==> src/rtl/next_pc_predictor.sv <==
// Next-PC generator: direct-mapped BTB with 2-bit saturating counters,
// branch-resolution redirect/flush and saturating branch/mispredict counters.
module next_pc_predictor #(
  parameter int ENTRIES = 16,
  parameter int CNT_W   = 32
) (
  input  logic             clk_i,
  input  logic             rst_i,
  input  logic [31:0]      pc_i,
  input  logic             stall_i,
  input  logic             res_valid_i,
  input  logic [31:0]      res_pc_i,
  input  logic             res_taken_i,
  input  logic [31:0]      res_target_i,
  input  logic [31:0]      res_pred_next_i,
  output logic [31:0]      next_pc_o,
  output logic             pred_taken_o,
  output logic             flush_o,
  output logic [CNT_W-1:0] br_cnt_o,
  output logic [CNT_W-1:0] miss_cnt_o
);
  localparam int IDX_W = $clog2(ENTRIES);
  localparam int TAG_W = 30 - IDX_W;

  typedef struct packed {
    logic             valid;
    logic [TAG_W-1:0] tag;
    logic [31:0]      target;
    logic [1:0]       ctr;
  } btb_entry_t;

  btb_entry_t       btb_q [ENTRIES];
  btb_entry_t       btb_d [ENTRIES];
  logic [CNT_W-1:0] br_cnt_q, br_cnt_d;
  logic [CNT_W-1:0] miss_cnt_q, miss_cnt_d;

  logic [IDX_W-1:0] f_idx, r_idx;
  logic [TAG_W-1:0] f_tag, r_tag;
  btb_entry_t       f_ent, r_ent;
  logic             f_hit, r_hit;
  logic [31:0]      pred_next, act_next;
  logic             train, mispredict;

  // Fetch-side lookup and resolution compare; mispredict redirect wins
  always_comb begin
    f_idx        = pc_i[IDX_W+1:2];
    f_tag        = pc_i[31:IDX_W+2];
    f_ent        = btb_q[f_idx];
    f_hit        = f_ent.valid && (f_ent.tag == f_tag);
    pred_taken_o = f_hit && f_ent.ctr[1];
    pred_next    = pred_taken_o ? f_ent.target : pc_i + 32'd4;
    act_next     = res_taken_i ? res_target_i : res_pc_i + 32'd4;
    train        = res_valid_i && !stall_i;
    mispredict   = train && (act_next != res_pred_next_i);
    next_pc_o    = mispredict ? act_next : pred_next;
    flush_o      = mispredict;
  end

  // BTB training: update counter/target on hit, allocate on taken miss
  always_comb begin
    for (int i = 0; i < ENTRIES; i++) btb_d[i] = btb_q[i];
    r_idx = res_pc_i[IDX_W+1:2];
    r_tag = res_pc_i[31:IDX_W+2];
    r_ent = btb_q[r_idx];
    r_hit = r_ent.valid && (r_ent.tag == r_tag);
    if (train) begin
      if (r_hit) begin
        if (res_taken_i) begin
          if (r_ent.ctr != 2'b11) r_ent.ctr = r_ent.ctr + 2'b01;
          r_ent.target = res_target_i;
        end else if (r_ent.ctr != 2'b00) begin
          r_ent.ctr = r_ent.ctr - 2'b01;
        end
        btb_d[r_idx] = r_ent;
      end else if (res_taken_i) begin
        btb_d[r_idx] = '{valid: 1'b1, tag: r_tag, target: res_target_i, ctr: 2'b10};
      end
    end
  end

  // Saturating performance counters
  always_comb begin
    br_cnt_d   = br_cnt_q;
    miss_cnt_d = miss_cnt_q;
    if (train && (br_cnt_q != '1))        br_cnt_d   = br_cnt_q + CNT_W'(1);
    if (mispredict && (miss_cnt_q != '1)) miss_cnt_d = miss_cnt_q + CNT_W'(1);
  end

  // State registers; reset clears valids, weak-not-taken counters, perf counters
  always_ff @(posedge clk_i) begin
    if (rst_i) begin
      for (int i = 0; i < ENTRIES; i++) btb_q[i] <= '{valid: 1'b0, tag: '0, target: '0, ctr: 2'b01};
      br_cnt_q   <= '0;
      miss_cnt_q <= '0;
    end else begin
      for (int i = 0; i < ENTRIES; i++) btb_q[i] <= btb_d[i];
      br_cnt_q   <= br_cnt_d;
      miss_cnt_q <= miss_cnt_d;
    end
  end

  assign br_cnt_o   = br_cnt_q;
  assign miss_cnt_o = miss_cnt_q;

endmodule
==> config.mk <==
export PLATFORM = sky130hd
export DESIGN_NAME = next_pc_predictor
export DESIGN_NICKNAME = d
export VERILOG_FILES = /design/src/rtl/next_pc_predictor.sv
export SDC_FILE = /design/constraint.sdc
export NUM_CORES = 2
export LEC_CHECK = 0
export ABC_AREA = 1
export CORE_MARGIN = 2
export CORE_UTILIZATION = 40
export DETAILED_ROUTE_END_ITERATION = 10
export SLEW_MARGIN = 20
export SYNTH_ARGS = -nofsm -noshare
export SYNTH_HDL_FRONTEND = slang
export SYNTH_SLANG_ARGS = --single-unit
==> constraint.sdc <==
create_clock -name clk_i -period 4.02 [get_ports clk_i]
set_input_delay 0.804 -clock clk_i [delete_from_list [all_inputs] [get_ports clk_i]]
set_output_delay 0.804 -clock clk_i [all_outputs]
set_load 0.05 [all_outputs]
==> impl_metrics.json <==
{
  "drt_iter0_drc": 8811,
  "r2r_setup_slack_ns": 0.79,
  "worstSetupStartpoint": "pc_i[2]",
  "layout_commonest_cell": "nand2_1",
  "hpwlAfterDp_um": 195000,
  "cts_tree": "yes",
  "crit_type": "in2out",
  "vdd_drop_max_uv": 370,
  "stdcell_count": 14100,
  "rsz0062_at_grt": "yes",
  "p_total_uw": 27100,
  "grt_pass1_wl_um": 435000,
  "drt-vias-per-instance": 5.34,
  "root_buffer": "clkbuf_16",
  "ff_latch_area_um2": 20800,
  "num_vias": 75100,
  "core_um2": 161000,
  "fin_ws_ns": -0.501,
  "finalSetupViolations": 34,
  "finalCriticalPeriod_ns": 4.52,
  "io_buffers": 230,
  "worstRegToRegCells": 19,
  "synth-main-ff-cell": "dfxtp_1",
  "h-tree-depth": 3,
  "syn_area_per_cell_um2": 5.67,
  "fmax_ghz": 0.221,
  "r2r_end": "btb_q[11][36]$_SDFFE_PP0P_",
  "clock_sinks": 1040,
  "drt-pass1-iter-count": 6,
  "skew_ns": 0.0432,
  "hp-class": "in2reg",
  "clock_latency_ns": 0.79,
  "ioPinCount": 231,
  "drt_wl_total_um": 297000,
  "status": "finished, violations left",
  "track_usage": 0.347,
  "final-max-slew-violation-count": 0,
  "grt_remaining_overflow": 0,
  "numCtsBuffers": 121,
  "ctsHoldBuffers": 0,
  "yosysTopAreaCell": "dfxtp_1",
  "grt_pass1_vias": 67700,
  "nFillCells": 16300,
  "cts_max_path_buffers": 3,
  "clk_pin_slew_ns": 0.06,
  "tightestPinTransition_ns": 1.02,
  "die_h_um": 406,
  "preCtsSetupSlack_ns": -1.18,
  "final-hold-violation-count": 0,
  "grt_antenna_before_repair": 8,
  "cp.required_ns": 3.22,
  "ys_warn_count": 0,
  "place_congestion": 1.00,
  "nNetsFinal": 11900,
  "ys_types": 44,
  "grt_max_degree": 133,
  "start_kind": "input port",
  "layout_common_cells": "3,321 x nand2_1, 2,088 x nor2_1, 1,148 x inv_1, 1,040 x dfxtp_1, 911 x a21oi_1",
  "timing.max_cap.violations": 0,
  "syn-num-nets": 11600,
  "reg2reg_from": "btb_q[3][54]$_SDFFE_PP0P_",
  "worstSetupEndpoint": "next_pc_o[5]",
  "syn_to_final_growth_pct": 26.7,
  "violations": "setup timing",
  "leakage_uw": 0.0409,
  "path_max_fanout": 8,
  "syn_inst": 11400,
  "drive_gt1_frac": 0.135,
  "initial_core_util": 0.403,
  "relSlewSlack": 0.319,
  "dieArea_um2": 165000,
  "dp_cells": 13800,
  "power.density_nw_per_um2": 331,
  "synth-seq-cells": 1040,
  "netlist_top_cells_area": "dfxtp_1 32%, nand2_1 20%, nor2_1 12%",
  "crit_arrival_ns": 3.72,
  "syn-cell-area_um2": 64700,
  "async_flop_share": 0,
  "drc": 0,
  "rows": 147,
  "synth_edf_count": 0,
  "synth_top_area_frac": 0.322,
  "seq_area_frac_synth": 0.322,
  "wl_per_cell_um": 21.1,
  "multi_input_area_um2": 37900,
  "die_w_um": 406,
  "postRouteAntennaNets": 0,
  "critPathCaptureType": "output port",
  "min_period_over_period": 1.12
}
## synthesized netlist by cell type (29+ instances only)
master / n
buf_1: 63
buf_2: 240
nand2_1: 3498
xor2_1: 64
o21ai_0: 817
buf_4: 36
nand3_1: 515
a21oi_1: 946
clkbuf_1: 482
nor4_1: 53
nor3_1: 48
nand4_1: 79
dfxtp_1: 1040
inv_1: 1163
a21boi_0: 29
nor2_1: 2135
## cells by family after synthesis
group / share of synthesized area
adder cells (fa/ha/maj): 0.00155
buffers and inverters: 0.125
XOR/XNOR: 0.0102
flip-flops: 0.322
AO/OA/AOI/OAI: 0.151
AND/OR/NAND/NOR: 0.390
## layout make-up
class                   instances  share of cell area
clock buffers                 176              0.0435
repair inverters                1            0.000198
repair buffers               1091               0.143
diodes                          7            0.000214
clock inverters                48             0.00832
inverters                    1178              0.0551
multi-input cells            8361               0.463
well taps                    2160              0.0330
flip-flops and latches       1040               0.254
## through the flow
stage | setup TNS [ns] | hold WS [ns] | utilization | area (µm²)
after CTS | -13.33 | 0.463 | 0.503 | 80700
after floorplan | -0.0210 | 0.437 | - | 65200
after global placement | -555.06 | 0.449 | 0.464 | 74500
after global routing | -17.57 | 0.389 | 0.511 | 82000
final | -13.93 | 0.387 | 0.511 | 82000
after detailed placement | -567.63 | 0.454 | 0.464 | 74500
## sequential cells by signal, summed over array words and instances (netlist names)
name	flops
btb_q	976
miss_cnt_o	32
br_cnt_o	32
## critical path, stage by stage
cell and delay, ns:
buf_16 0.14, buf_12 0.15, buf_12 0.15, buf_8 0.14, buf_4 0.15, a21oi_2 0.15
o21ai_2 0.07, nand3_2 0.10, nand3_2 0.10, nand3_2 0.10, buf_4 0.12, nand4_1 0.14
nor2_4 0.14, nand3_2 0.12, buf_6 0.16, nor2_4 0.14, buf_12 0.18, buf_12 0.14
buf_12 0.11, nand2_1 0.07, nand3_2 0.09, nand2_4 0.06, buf_6 0.15
## power breakdown
part / internal, µW / switching [µW] / total (µW)
clock: 6980 / 5030 / 12000
sequential: 10400 / 34.6 / 10400
combinational: 1640 / 3070 / 4710
total: 19000 / 8130 / 27100
## per-layer routing
metal | part of all wire | global-route usage
met1 | 0.42 | 0.465
met2 | 0.43 | 0.535
met3 | 0.097 | 0.0614
met4 | 0.054 | 0.172
met5 | 0.00019 | 0
## how the worst min path moves through the flow
| stage | from | cells past startpoint | slack (ns) | to |
|---|---|---|---|---|
| detailed placement | btb_q[4][60]$_SDFFE_PP0P_ | 2 | 0.45 | btb_q[4][60]$_SDFFE_PP0P_ |
| finish | res_pc_i[26] | 3 | 0.39 | btb_q[1][54]$_SDFFE_PP0P_ |
| CTS | btb_q[4][60]$_SDFFE_PP0P_ | 2 | 0.46 | btb_q[4][60]$_SDFFE_PP0P_ |
| global route | res_pc_i[26] | 3 | 0.39 | btb_q[1][54]$_SDFFE_PP0P_ |
| floorplan | btb_q[11][60]$_SDFFE_PP0P_ | 2 | 0.44 | btb_q[11][60]$_SDFFE_PP0P_ |
| global placement | btb_q[11][60]$_SDFFE_PP0P_ | 2 | 0.45 | btb_q[11][60]$_SDFFE_PP0P_ |
## repair_timing
item	4_1_cts	5_1_grt
pin swaps	59	105
endpoints found under the setup margin	34	94
resized for setup	400	389
gates cloned	15	4
buffers inserted	40	20
Power figures use the tool's default switching activity.
